<file path="config.mk">
export PLATFORM = sky130hd
export DESIGN_NAME = fifo_uart_tx
export DESIGN_NICKNAME = d
export VERILOG_FILES = /design/src/rtl/uart_fifo_pkg.sv /design/src/rtl/uart_baud_cnt.sv /design/src/rtl/fifo_uart_tx.sv
export SDC_FILE = /design/constraint.sdc
export NUM_CORES = 1
export LEC_CHECK = 0
export CAP_MARGIN = 10
export CORE_MARGIN = 3
export CORE_UTILIZATION = 46
export DETAILED_ROUTE_END_ITERATION = 8
export PLACE_DENSITY = 0.76
export SKIP_CTS_REPAIR_TIMING = 1
export SLEW_MARGIN = 10
export SYNTH_ARGS = -nofsm -noshare
export SYNTH_HDL_FRONTEND = slang
export SYNTH_HIERARCHICAL = 1
export SYNTH_SLANG_ARGS = --single-unit
</file>
<file path="constraint.sdc">
create_clock -name sys_clk -period 2.85 [get_ports sys_clk]
set_input_delay 0.57 -clock sys_clk [delete_from_list [all_inputs] [get_ports sys_clk]]
set_output_delay 0.57 -clock sys_clk [all_outputs]
set_load 0.02 [all_outputs]
</file>
<file path="src/rtl/uart_fifo_pkg.sv">
// uart_fifo_pkg: shared state encoding, data width default and baud divisor helper
package uart_fifo_pkg;
    localparam int DATA_W_DEF = 8;
    typedef enum logic [6:0] {
        IDLE   = 7'b0000001,
        RD     = 7'b0000010,
        LATCH  = 7'b0000100,
        START  = 7'b0001000,
        DATA   = 7'b0010000,
        PARITY = 7'b0100000,
        STOP   = 7'b1000000
    } state_t;
    function automatic int bps_cnt(input int clk_freq, input int baud);
        return clk_freq / baud;
    endfunction
endpackage

</file>
<file path="src/rtl/uart_baud_cnt.sv">
// uart_baud_cnt: counts 0..BPS_CNT-1 while enabled, pulses wrap on the last cycle of each bit
module uart_baud_cnt #(
    parameter int BPS_CNT = 434
) (
    input  logic sys_clk,
    input  logic sys_rst,
    input  logic clr,
    output logic wrap
);
    localparam int CW = $clog2(BPS_CNT);
    logic [CW-1:0] baud_cnt;
    assign wrap = baud_cnt == CW'(BPS_CNT - 1);
    always_ff @(posedge sys_clk or posedge sys_rst)
        if (sys_rst) baud_cnt <= '0;
        else baud_cnt <= (clr || wrap) ? '0 : baud_cnt + 1'b1;
endmodule

</file>
<file path="src/rtl/fifo_uart_tx.sv">
// fifo_uart_tx: pops bytes from a FIFO and sends them as 8N1 UART frames.
// Define UART_PARITY_EN to insert an even-parity bit after the data bits.
module fifo_uart_tx
    import uart_fifo_pkg::*;
#(
    parameter int CLK_FREQ = 50_000_000,
    parameter int UART_BPS = 115_200,
    parameter int DATA_W   = DATA_W_DEF
) (
    input  logic              sys_clk,
    input  logic              sys_rst,
    input  logic              fifo_empty,
    input  logic [DATA_W-1:0] fifo_dout,
    output logic              fifo_rd_en,
    output logic              uart_txd,
    output logic              tx_busy,
    output logic              tx_done
);
    localparam int BPS_CNT = bps_cnt(CLK_FREQ, UART_BPS);
    localparam int BW      = $clog2(DATA_W);

    state_t            state, state_nx;
    logic [DATA_W-1:0] shift_reg, shift_nx;
    logic [BW-1:0]     bit_cnt, bit_nx;
    logic              txd_nx, rd_nx, busy_nx, wrap, clr;
`ifdef UART_PARITY_EN
    logic              parity, parity_nx;
`endif

    // the baud counter only runs while a bit is on the line
    assign clr     = (state == IDLE) || (state == RD) || (state == LATCH);
    assign tx_done = (state == STOP) && wrap;

    uart_baud_cnt #(.BPS_CNT(BPS_CNT)) u_baud (
        .sys_clk (sys_clk),
        .sys_rst (sys_rst),
        .clr     (clr),
        .wrap    (wrap)
    );

    always_comb begin
        state_nx  = state;
        shift_nx  = shift_reg;
        bit_nx    = bit_cnt;
        txd_nx    = uart_txd;
        rd_nx     = 1'b0;
        busy_nx   = tx_busy;
`ifdef UART_PARITY_EN
        parity_nx = parity;
`endif
        case (state)
            IDLE: begin
                txd_nx = 1'b1;
                if (!fifo_empty) begin
                    rd_nx    = 1'b1;
                    busy_nx  = 1'b1;
                    state_nx = RD;
                end
            end
            RD: state_nx = LATCH;
            LATCH: begin
                shift_nx  = fifo_dout;
                txd_nx    = 1'b0;
                state_nx  = START;
`ifdef UART_PARITY_EN
                parity_nx = ^fifo_dout;
`endif
            end
            START: if (wrap) begin
                txd_nx   = shift_reg[0];
                bit_nx   = '0;
                state_nx = DATA;
            end
            // txd always mirrors shift_reg[0] while in DATA
            DATA: if (wrap) begin
                shift_nx = shift_reg >> 1;
                if (bit_cnt == BW'(DATA_W - 1)) begin
                    bit_nx   = '0;
`ifdef UART_PARITY_EN
                    txd_nx   = parity;
                    state_nx = PARITY;
`else
                    txd_nx   = 1'b1;
                    state_nx = STOP;
`endif
                end else begin
                    bit_nx = bit_cnt + 1'b1;
                    txd_nx = shift_reg[1];
                end
            end
            PARITY: if (wrap) begin
                txd_nx   = 1'b1;
                state_nx = STOP;
            end
            STOP: if (wrap) begin
                busy_nx  = 1'b0;
                state_nx = IDLE;
            end
            default: begin
                txd_nx   = 1'b1;
                busy_nx  = 1'b0;
                state_nx = IDLE;
            end
        endcase
    end

    always_ff @(posedge sys_clk or posedge sys_rst)
        if (sys_rst) begin
            state      <= IDLE;
            shift_reg  <= '0;
            bit_cnt    <= '0;
            uart_txd   <= 1'b1;
            fifo_rd_en <= 1'b0;
            tx_busy    <= 1'b0;
`ifdef UART_PARITY_EN
            parity     <= 1'b0;
`endif
        end else begin
            state      <= state_nx;
            shift_reg  <= shift_nx;
            bit_cnt    <= bit_nx;
            uart_txd   <= txd_nx;
            fifo_rd_en <= rd_nx;
            tx_busy    <= busy_nx;
`ifdef UART_PARITY_EN
            parity     <= parity_nx;
`endif
        end
endmodule

</file>
==> results.py, run 1 <==
metrics = {
    "grt": {
        "first_global_vias": 1144,
        "grt_start_max_net_pins": 21,
        "grt_overflow": 0,
        "grt.total_usage_pct": 15.9,
        "antenna_found_initial": 0,
        "grt_pass1_wl_mm": 5.17,
    },
    "clock_network": {
        "cts_made_buffers": 5,
        "root_buffer": "clkbuf_4",
        "cts_sinks": 29,
        "clk_pin_slew_ns": 0.09,
        "clock_path_buffers": 2,
        "worstSkewPairLatency_ns": 0.32,
        "htreeDepth": 2,
        "cts_tree": "built",
    },
    "timing": {
        "final-setup-viol-count": 0,
        "tns_ns": 0,
        "skew_ns": 0.00382,
        "period_share_pct": 83.4,
        "relSlewSlack_pct": 49.5,
        "drv_slew": 0,
        "max_freq_ghz": 0.421,
        "worst_pin_slew_ns": 0.757,
        "rsz0062_at_grt": "false",
        "fin_crit_ns": 2.38,
        "worst_slack_ns": 0.474,
        "finalHoldViolations": 0,
    },
    "setup_path": {
        "r2r-start": "u_baud/baud_cnt[2]$_DFF_PP0_",
        "cp.required_ns": 2.28,
        "crit_start": "state[3]$_DFFE_PP0P_",
        "worstSetupPathType": "reg -> out",
        "endpoint_kind": "output port",
        "startpoint_type": "flop",
        "cp.arrival_ns": 1.81,
        "crit_fanout": 11,
    },
    "floorplanning": {
        "row_count": 21,
        "coreArea_um2": 3390,
        "start_util_pct": 48.4,
        "die_x_um": 65.7,
        "die_h_um": 65.7,
        "die_area_um2": 4320,
        "pin_count": 15,
    },
    "synthesis": {
        "async_reset_ff_share_pct": 100,
        "synth.distinct_cells": 52,
        "yosys_warnings": 6,
        "syn-instance-count": 155,
        "ys.flop_type": "dfrtp_1",
        "synth-edff-count": 0,
        "synth_seq_cells": 29,
        "syn-num-nets": 170,
        "syn_area_per_cell_um2": 10.6,
        "ys_seq_area_share_pct": 44.4,
        "synthesis.area_um2": 1640,
    },
    "finish": {
        "final_common_cell": "dfrtp_1",
        "fillers": 306,
        "layout.cells.non_filler": 218,
        "diodes": 0,
        "area_growth_pct": 11.9,
        "largest_reg_flops": 9,
        "nNetsFinal": 186,
        "layout-drive-gt1-share_pct": 14.5,
        "layout_common_cells": "27 x dfrtp_1, 19 x nand2_1, 13 x clkdlybuf4s50_1",
        "utilization_pct": 54.2,
    },
    "power": {
        "power_mw": 1.36,
        "leakagePower_nw": 0.832,
        "irDropWorstVdd_v": 0.000388,
        "power.density_nw_per_um2": 741,
    },
    "route": {
        "drtPass1Iterations": 4,
        "num_vias": 1220,
        "initialDrtViolationCount": 63,
        "drc": 0,
        "wl_per_cell_um": 13.9,
        "finalWirelength_mm": 3.02,
        "drtAntennaViolNets": 0,
        "via_per_inst": 5.60,
    },
    "placement": {
        "port_buffers": 14,
        "gp_congestion": 0.855,
        "place_inst": 210,
        "pre_cts_ws_ns": 0.379,
        "dp_hpwl_mm": 2.23,
    },
    "min_path": {
        "min_path_type": "reg -> reg",
        "worstHoldStart": "shift_reg[0]$_DFFE_PP0P_",
    },
    "run": {
        "maxCapViolCount": 0,
    },
    "run_status": {
        "status": "finished clean",
    },
}
[where the power goes]
part           total (mW)  switching [mW]  internal [mW]
Combinational       0.471           0.253          0.218
Sequential          0.656           0.128          0.528
Clock               0.233           0.139         0.0937
[cell type report]
class,instances,area [um^2],share of cell area [%]
Inverter,8,30.0,1.64
Multi-Input combinational cell,111,811,44.2
Clock inverter,2,10.0,0.545
Tap cell,46,57.6,3.14
Clock buffer,6,41.3,2.25
Sequential cell,29,728,39.7
Timing Repair Buffer,16,158,8.59
[worst paths after layout]
path	end	slack, ns	depth (start not counted)
worst min-delay path	shift_reg[0]$_DFFE_PP0P_	0.48	2
worst max-delay path	tx_done	0.47	4
max in group asynchronous	tx_busy$_DFFE_PP0P_	1.67	2
min in group asynchronous	u_baud/baud_cnt[0]$_DFF_PP0_	0.54	2
worst min register to register	shift_reg[0]$_DFFE_PP0P_	0.48	2
worst max register to register	uart_txd$_DFFE_PP1P_	0.84	7
[cells by family after synthesis]
family                     count (synthesis)  share of synthesized area, %
AOI/OAI and AO/OA                         33                          15.3
muxes                                      7                          4.27
DFF                                       29                          44.4
and+or+nand+nor                           62                          23.8
adders and majority gates                  4                          3.05
buffers and inverters                     15                          6.48
xor gates and xnor gates                   5                          2.67
[layer usage]
metal / vias up / wire length (um) / global-route usage, %
met5: - / 0 / 0
met1: 585 / 1380 / 20.1
met3: 11 / 129 / 4.10
li1: 600 / - / -
met2: 24 / 1420 / 23.8
met4: 0 / 87 / 10.4
[synth_stat cells (2+ instances only)]
library cell / instances / area, um^2
nor3_1: 2 / 10.0
and3_1: 2 / 12.5
a32o_2: 2 / 22.5
a31oi_1: 5 / 31.3
nand4b_1: 2 / 17.5
or3_1: 2 / 12.5
nor2_1: 9 / 33.8
o311ai_1: 2 / 17.5
o21ai_1: 8 / 40.0
nand3_1: 4 / 20.0
nor4_4: 2 / 42.5
clkbuf_8: 2 / 27.5
and2_1: 2 / 12.5
mux2i_1: 7 / 70.1
nand3b_1: 3 / 22.5
o21a_1: 2 / 15.0
dfrtp_1: 27 / 676
nand2_1: 19 / 71.3
buf_6: 3 / 33.8
buf_4: 2 / 15.0
inv_1: 8 / 30.0
xor2_1: 4 / 35.0
a21oi_1: 3 / 15.0
dfstp_2: 2 / 52.6
ha_1: 4 / 50.1
[worst max-delay path, stage by stage (launching register included)]
cell	delay [ns]
dfrtp_1	0.55
nor4_4	0.32
and3b_2	0.24
and2_1	0.14
dlymetal6s2s_1	0.23
[metrics by stage]
step,hold WS (ns),cell area (um^2)
floorplan,0.398,1640
global route,0.520,1840
global placement,0.469,1780
finish,0.484,1840
CTS,0.493,1830
detailed placement,0.472,1780
Note: power is estimated with default switching activity, not from simulation.
==> inputs of run 2 (changes only) <==
- clock period: 2.85 -> 2.35 ns (I/O delays scaled with it)
==> results.py, run 2 (synthesis gave the netlist of run 1 again) <==
metrics = {
    "floorplanning": {
        "die_h_um": 65.7,
        "pin_count": 15,
        "start_util_pct": 48.4,
        "row_count": 21,
        "coreArea_um2": 3390,
        "die_x_um": 65.7,
        "die_area_um2": 4320,
    },
    "clock_network": {
        "cts_made_buffers": 5,
        "clock_path_buffers": 2,
        "root_buffer": "clkbuf_4",
        "cts_tree": "built",
        "cts_sinks": 29,
        "htreeDepth": 2,
        "clk_pin_slew_ns": 0.09,
        "worstSkewPairLatency_ns": 0.34,
    },
    "run_status": {
        "status": "finished clean",
    },
    "timing": {
        "final-setup-viol-count": 0,
        "max_freq_ghz": 0.461,
        "tns_ns": 0,
        "fin_crit_ns": 2.17,
        "worst_pin_slew_ns": 0.770,
        "relSlewSlack_pct": 48.6,
        "finalHoldViolations": 0,
        "period_share_pct": 92.2,
        "skew_ns": 0.00881,
        "drv_slew": 0,
        "rsz0062_at_grt": "false",
    },
    "power": {
        "power.density_nw_per_um2": 911,
        "irDropWorstVdd_v": 0.000406,
        "leakagePower_nw": 0.888,
    },
    "grt": {
        "grt_overflow": 0,
        "antenna_found_initial": 0,
        "grt_start_max_net_pins": 21,
        "grt_pass1_wl_mm": 5.91,
        "grt.total_usage_pct": 18.5,
        "first_global_vias": 1305,
    },
    "setup_path": {
        "crit_family": "simple AND/OR/NAND/NOR gates",
        "cp.arrival_ns": 1.70,
        "endpoint_kind": "output port",
        "crit_fanout": 4,
        "cp.required_ns": 1.88,
        "startpoint_type": "flop",
        "worstSetupPathType": "reg -> out",
        "crit_chain": "inv_1 > ha_1 > nand2_1 > nor3_2 > and2_1 > dlymetal6s2s_1",
        "critical_path_buf_inv_count": 2,
        "max_stage_delay_ns": 0.43,
        "crit_slowest_cell": "dfrtp_1",
    },
    "finish": {
        "diodes": 0,
        "largest_reg_flops": 9,
        "nNetsFinal": 197,
        "layout_common_cells": "27 x dfrtp_1, 19 x nand2_1, 13 x clkdlybuf4s50_1, 13 x buf_4, 9 x nor2_1",
        "final_common_cell": "dfrtp_1",
        "design_area_um2": 1920,
        "layout-drive-gt1-share_pct": 19.2,
        "utilization_pct": 56.7,
        "area_growth_pct": 17.2,
    },
    "placement": {
        "port_buffers": 14,
        "dp_hpwl_mm": 2.49,
        "gp_congestion": 0.860,
        "place_area_um2": 1860,
    },
    "route": {
        "drtPass1Iterations": 4,
        "drc": 0,
        "via_per_inst": 5.68,
        "wl_per_cell_um": 14.9,
        "finalWirelength_mm": 3.39,
        "initialDrtViolationCount": 58,
        "drtAntennaViolNets": 0,
        "num_vias": 1296,
    },
    "run": {
        "maxCapViolCount": 0,
    },
    "min_path": {
        "min_path_type": "in -> async",
    },
}
[run 2: cell count changes in the layout (fill, tap and decap cells not counted)]
cell,before,now
clkbuf_8,0,1
clkinv_2,2,0
buf_4,2,13
[run 2: routing by layer]
metal	track usage [%]	vias up	part of all wire [%]
met5	0	-	0
met4	9.33	0	1.8
met3	6.32	7	6.2
met2	29.4	34	51
met1	22.1	630	41
li1	-	625	-
[run 2: metrics by stage]
step | hold slack [ns] | power [mW] | worst slack (ns) | instances
floorplan | 0.298 | 1.24 | 0.516 | 155
global placement | 0.467 | 1.40 | 0.112 | 221
detailed placement | 0.477 | 1.45 | 0.0635 | 221
CTS | 0.430 | 1.76 | -0.314 | 228
global route | 0.446 | 1.89 | 0.114 | 228
finish | 0.424 | 1.75 | 0.182 | 228
[run 2: path summary, 6_finish.rpt]
kind | endpoint | startpoint | depth (start not counted) | slack (ns)
min | u_baud/baud_cnt[0]$_DFF_PP0_ | sys_rst | 2 | 0.42
max in group asynchronous | shift_reg[0]$_DFFE_PP0P_ | sys_rst | 2 | 1.27
max reg2reg | u_baud/baud_cnt[2]$_DFF_PP0_ | state[2]$_DFFE_PP0P_ | 7 | 0.40
min in group sys_clk | shift_reg[0]$_DFFE_PP0P_ | shift_reg[0]$_DFFE_PP0P_ | 2 | 0.49
max | tx_done | u_baud/baud_cnt[1]$_DFF_PP0_ | 6 | 0.18
min reg2reg | shift_reg[0]$_DFFE_PP0P_ | shift_reg[0]$_DFFE_PP0P_ | 2 | 0.49
[run 2: cell type report]
type,count,area (um^2)
fill,293,1470
clock buffer,7,55.1
multi-input combinational,111,811
inverter,8,30.0
sequential,29,728
timing repair buffer,27,240
tap,46,57.6
[run 2: worst register-to-register path: cells and delay by family (launching register included)]
family,cells,cell delay [ns]
and+or+nand+nor,4,1.01
AOI/OAI and AO/OA,1,0.10
DFF,1,0.42
buffers and inverters,2,0.29
[run 2: where the power goes]
group | switching (mW) | internal [mW] | total [mW]
sequential | 0.111 | 0.641 | 0.752
clock | 0.172 | 0.141 | 0.313
combinational | 0.380 | 0.306 | 0.686
